$ cat config.mk
export PLATFORM = sky130hd
export DESIGN_NAME = hart_pc_sequencer
export DESIGN_NICKNAME = d
export VERILOG_FILES = /design/src/rtl/hart_pc_sequencer.sv
export SDC_FILE = /design/constraint.sdc
export NUM_CORES = 1
export LEC_CHECK = 0
export CAP_MARGIN = 20
export CORE_MARGIN = 5
export CORE_UTILIZATION = 54
export DETAILED_ROUTE_END_ITERATION = 10
export GPL_ROUTABILITY_DRIVEN = 0
export PLACE_DENSITY = 0.79
export SYNTH_ARGS = -nofsm -noshare
export SYNTH_HDL_FRONTEND = slang
export SYNTH_SLANG_ARGS = --single-unit
$ cat constraint.sdc
create_clock -name clk -period 2.5 [get_ports clk]
set_input_delay 0.375 -clock clk [delete_from_list [all_inputs] [get_ports clk]]
set_output_delay 0.375 -clock clk [all_outputs]
set_load 0.1 [all_outputs]
$ cat src/rtl/hart_pc_sequencer.sv
// Per-hart PC file with strict round-robin issue for the barrel core.
// Branch/jump resolutions rewrite a hart's PC; a same-cycle write to the issuing hart is bypassed.
module hart_pc_sequencer #(
  parameter int          NUM_HARTS = 16,
  localparam int         HART_W    = $clog2(NUM_HARTS),
  parameter logic [31:0] RESET_PC  = 32'h0000_0000
) (
  input  logic              clk,
  input  logic              reset,
  input  logic              i_hold,
  input  logic              i_res_valid,
  input  logic [HART_W-1:0] i_res_hart,
  input  logic [31:0]       i_res_pc,
  input  logic              i_is_branch_valid,
  input  logic              i_is_jump,
  input  logic [31:0]       i_target,
  output logic              o_issue_valid,
  output logic [HART_W-1:0] o_issue_hart,
  output logic [31:0]       o_issue_pc,
  output logic [31:0]       o_taken_cnt
);

  logic [31:0]       pc_file [NUM_HARTS];
  logic [HART_W-1:0] ptr;
  logic              taken;
  logic [31:0]       next_pc;
  logic [31:0]       issue_pc;

  // Bit 1 of the target is deliberately kept; misalignment is trapped further down the pipe.
  always_comb begin
    taken   = i_is_branch_valid | i_is_jump;
    next_pc = taken ? (i_target & ~32'd1) : (i_res_pc + 32'd4);
    if (i_res_valid && (i_res_hart == ptr)) begin
      issue_pc = next_pc;
    end else begin
      issue_pc = pc_file[ptr];
    end
  end

  always_ff @(posedge clk) begin
    if (reset) begin
      for (int h = 0; h < NUM_HARTS; h++) begin
        pc_file[h] <= RESET_PC;
      end
      ptr           <= '0;
      o_issue_valid <= 1'b0;
      o_issue_hart  <= '0;
      o_issue_pc    <= RESET_PC;
      o_taken_cnt   <= 32'd0;
    end else begin
      if (i_res_valid) begin
        pc_file[i_res_hart] <= next_pc;
        if (taken && (o_taken_cnt != 32'hFFFF_FFFF)) begin
          o_taken_cnt <= o_taken_cnt + 32'd1;
        end
      end
      // Hold only freezes rotation; the last issued hart/pc stay visible.
      if (i_hold) begin
        o_issue_valid <= 1'b0;
      end else begin
        o_issue_valid <= 1'b1;
        o_issue_hart  <= ptr;
        o_issue_pc    <= issue_pc;
        ptr           <= ptr + 1'b1;
      end
    end
  end

endmodule

==> results.sh <==
export IMPL_wl_met2_mm=37.5
export IMPL_tns_ns=0
export IMPL_h_tree_depth=2
export IMPL_arrival_ns=2.81
export IMPL_async_flop_share_pct=0
export IMPL_r2r_start="ptr[0]$_SDFFE_PP0N_"
export IMPL_slew_viol_final=0
export IMPL_n_antenna_cell=0
export IMPL_ctsHoldBuffers=0
export IMPL_ys_warn_count=0
export IMPL_fillerInstances=3126
export IMPL_hpwl_mm=48.0
export IMPL_drive_gt1_share_pct=27.1
export IMPL_synth_cell_type_count=67
export IMPL_reg2reg_to="o_issue_pc[16]$_SDFFE_PP0N_"
export IMPL_syn_cell_area_mm2=0.0263
export IMPL_clkLatencyLatePin_ns=0.62
export IMPL_grt_usage_pct=29.6
export IMPL_grt_pass1_vias=19500
export IMPL_min_to="o_issue_hart[2]$_SDFFE_PP0N_"
export IMPL_synth_nets=2048
export IMPL_core_area_mm2=0.0479
export IMPL_vias_per_cell=6.59
export IMPL_relSlewSlack_pct=51.5
export IMPL_via_count=18900
export IMPL_cts_tree="built"
export IMPL_die_h_um=231
export IMPL_grt_pass1_wl_mm=119
export IMPL_hold_start="reset"
export IMPL_required_ns=2.96
export IMPL_synth_edf_count=512
export IMPL_tightest_slew_ns=0.726
export IMPL_post_drt_wl_per_cell_um=27.6
export IMPL_final_hold_violation_count=0
export IMPL_initial_core_util_pct=54.8
export IMPL_clkTransAtPathRegs_ns=0.06
export IMPL_rsz0062_at_grt="no"
export IMPL_topRoutingLayerUsed="met4"
export IMPL_min_period_ns=2.35
export IMPL_pin_count=143
export IMPL_p_sw_w=0.00558
export IMPL_ys_seq_elements=585
export IMPL_dr_pass1_iters=7
export IMPL_crit_path_start_kind="input port"
export IMPL_syn_area_per_cell_um2=13.3
export IMPL_pwr_share_comb_pct=11.9
export IMPL_p_clk_share_pct=39.3
export IMPL_nNetsFinal=2285
export IMPL_postRouteWirelength_mm=79.1
export IMPL_final_util_pct=66.5
export IMPL_finalPower_w=0.0233
export IMPL_r2r_cells=6
export IMPL_ys_flop_type="edfxtp_1"
export IMPL_syn_to_final_growth_pct=21.3
export IMPL_p_seq_share_pct=48.8
export IMPL_end_kind="flop"
export IMPL_netSwitchingFraction_pct=23.9
export IMPL_io_buffers=141
export IMPL_die_w_um=231
export IMPL_intPower_w=0.0177
export IMPL_rrSetupSlack_ns=0.26
export IMPL_leakage_nw=10.9
export IMPL_wl_met1_mm=26.3
export IMPL_cts_resized=0
export IMPL_num_rows=80
export IMPL_grt_max_degree=90
export IMPL_antenna_found_initial=0
export IMPL_remaining_drc_errors=0
export IMPL_maxCapViolations=0
export IMPL_hold_class="in2reg"
export IMPL_synth_cells=1971
export IMPL_status="finished, final reports clean"
export IMPL_yosysSeqAreaShare_pct=64.0
export IMPL_fmax_mhz=426
export IMPL_drt_iter0_markers=2809
export IMPL_report_final_setup_viol=0
export IMPL_root_buffer="clkbuf_16"
export IMPL_clock_sinks=585
export IMPL_clock_skew_ns=0.0259
export IMPL_route_met3_wl_mm=11.3
export IMPL_cts_setup_buffers=0
export IMPL_gr_total_overflow=0
export IMPL_vdd_ir_drop_max_mv=0.645
export IMPL_worstSetupPathType="in2reg"
export IMPL_die_area_mm2=0.0532
export IMPL_antenna_left=0
export IMPL_p_per_area_mw_per_mm2=730
export IMPL_crit_path_max_fanout=9
export IMPL_fin_crit_sh_pct=94.0
export IMPL_hold_depth=2
export IMPL_cts_buffers=56
export IMPL_ctsLongestPathBuffers=3
-- layout by cell type, fill, tap and decap left out, drive strengths merged, types with 12 or more instances in the layout --
master         Yosys  layout
a2111oi           12      12
a21oi             29      29
a22oi             18      18
buf               64     284
clkbuf           111      73
clkdlybuf4s50      0      70
clkinv             0      18
dfxtp             73      73
edfxtp           512     512
inv               11      12
mux2i             28      28
mux4             142     142
nand2             66      66
nand2b            20      20
nand3             23      23
nand4             22      22
nor2             586     586
nor3              27      27
nor4              15      15
o21ai             30      30
o31ai             19      19
or3               13      13
or4               20      20
xnor2             12      12
-- layout make-up --
| class | instances | area [um^2] | share of cell area [%] |
|---|---|---|---|
| Sequential cell | 585 | 16900 | 52.9 |
| Multi-Input combinational cell | 1200 | 8750 | 27.4 |
| Timing Repair Buffer | 354 | 3480 | 10.9 |
| Clock buffer | 73 | 1530 | 4.79 |
| Tap cell | 615 | 769 | 2.41 |
| Clock inverter | 32 | 459 | 1.44 |
| Inverter | 11 | 41.3 | 0.129 |
-- routing by layer --
layer,up-vias,global-route usage [%]
li1,7776,-
met1,9219,38.4
met2,1616,48.0
met3,306,7.97
met4,0,12.3
met5,-,0
-- Yosys cell counts (11+ instances only) --
| library cell | instances | share of area [%] |
|---|---|---|
| a21oi_1 | 29 | 0.55 |
| a22oi_1 | 18 | 0.51 |
| buf_1 | 19 | 0.27 |
| buf_2 | 40 | 0.76 |
| clkbuf_1 | 111 | 1.6 |
| dfxtp_1 | 73 | 5.6 |
| edfxtp_1 | 512 | 58 |
| inv_1 | 11 | 0.16 |
| mux2i_1 | 28 | 1.1 |
| mux4_2 | 142 | 12 |
| nand2_1 | 66 | 0.94 |
| nand2b_1 | 20 | 0.48 |
| nand3_1 | 23 | 0.44 |
| nand3b_1 | 11 | 0.31 |
| nand4_1 | 21 | 0.50 |
| nor2_1 | 576 | 8.2 |
| nor2b_1 | 11 | 0.26 |
| nor3_1 | 26 | 0.49 |
| nor4_1 | 14 | 0.33 |
| o21ai_0 | 29 | 0.55 |
| o31ai_1 | 18 | 0.51 |
| or4_1 | 19 | 0.54 |
| xnor2_1 | 12 | 0.40 |
| xor2_1 | 11 | 0.37 |
-- state kept, by name, indices dropped and copies added (netlist names) --
register and cells:
pc_file 512, o_taken_cnt 32, o_issue_hart 4, o_issue_valid 1, o_issue_pc 32, ptr 4
-- worst max-delay path by stage --
stage	startpoint	endpoint	slack [ns]	cells past startpoint
global route	ptr[0]$_SDFFE_PP0N_	o_issue_pc[16]$_SDFFE_PP0N_	0.06	8
finish	i_res_pc[2]	pc_file[11][26]$_SDFFCE_PN0P_	0.15	8
detailed placement	i_res_pc[2]	pc_file[7][26]$_SDFFCE_PN0P_	-0.44	8
CTS	ptr[0]$_SDFFE_PP0N_	o_issue_pc[16]$_SDFFE_PP0N_	0.14	6
floorplan	o_taken_cnt[14]$_SDFFE_PP0P_	o_taken_cnt[23]$_SDFFE_PP0P_	0.005	6
global placement	i_res_pc[2]	pc_file[13][26]$_SDFFCE_PN0P_	-0.38	8
-- critical path: stages --
cell and delay (ns):
clkdlybuf4s50_1 0.49, ha_1 0.17, nand3_1 0.12, or3_4 0.44, or4_1 0.51, a31o_1 0.36, buf_4 0.22, nor2_1 0.11
-- through the flow --
step	worst slack, ns	instances	hold WS, ns	area, um^2
2_1_floorplan	0.00450	1971	0.564	26300
3_3_place_gp	-0.381	2765	0.466	29900
3_5_place_dp	-0.444	2765	0.478	29900
4_1_cts	0.142	2870	0.0144	31900
5_1_grt	0.0590	2870	0.0378	31900
6_report	0.150	2870	0.0472	31900
-- power groups by stage --
stage / clock network [W] / registers [W] / logic [W]
2_1_floorplan: 0 / 0.0118 / 0.00130
3_3_place_gp: 0 / 0.0115 / 0.00267
3_5_place_dp: 0 / 0.0115 / 0.00272
4_1_cts: 0.00920 / 0.0114 / 0.00275
5_1_grt: 0.00963 / 0.0114 / 0.00289
6_report: 0.00916 / 0.0114 / 0.00278
-- cell families after synthesis --
group,Yosys count,synth area share (%)
buffers and inverters,186,2.99
AO/OA/AOI/OAI,158,4.61
multiplexers,176,13.5
AND/OR/NAND/NOR,840,14.0
flip-flops,585,64.0
adder cells (fa/ha/maj),3,0.143
XOR/XNOR,23,0.766
No activity file was read; power rests on OpenSTA's default activity.
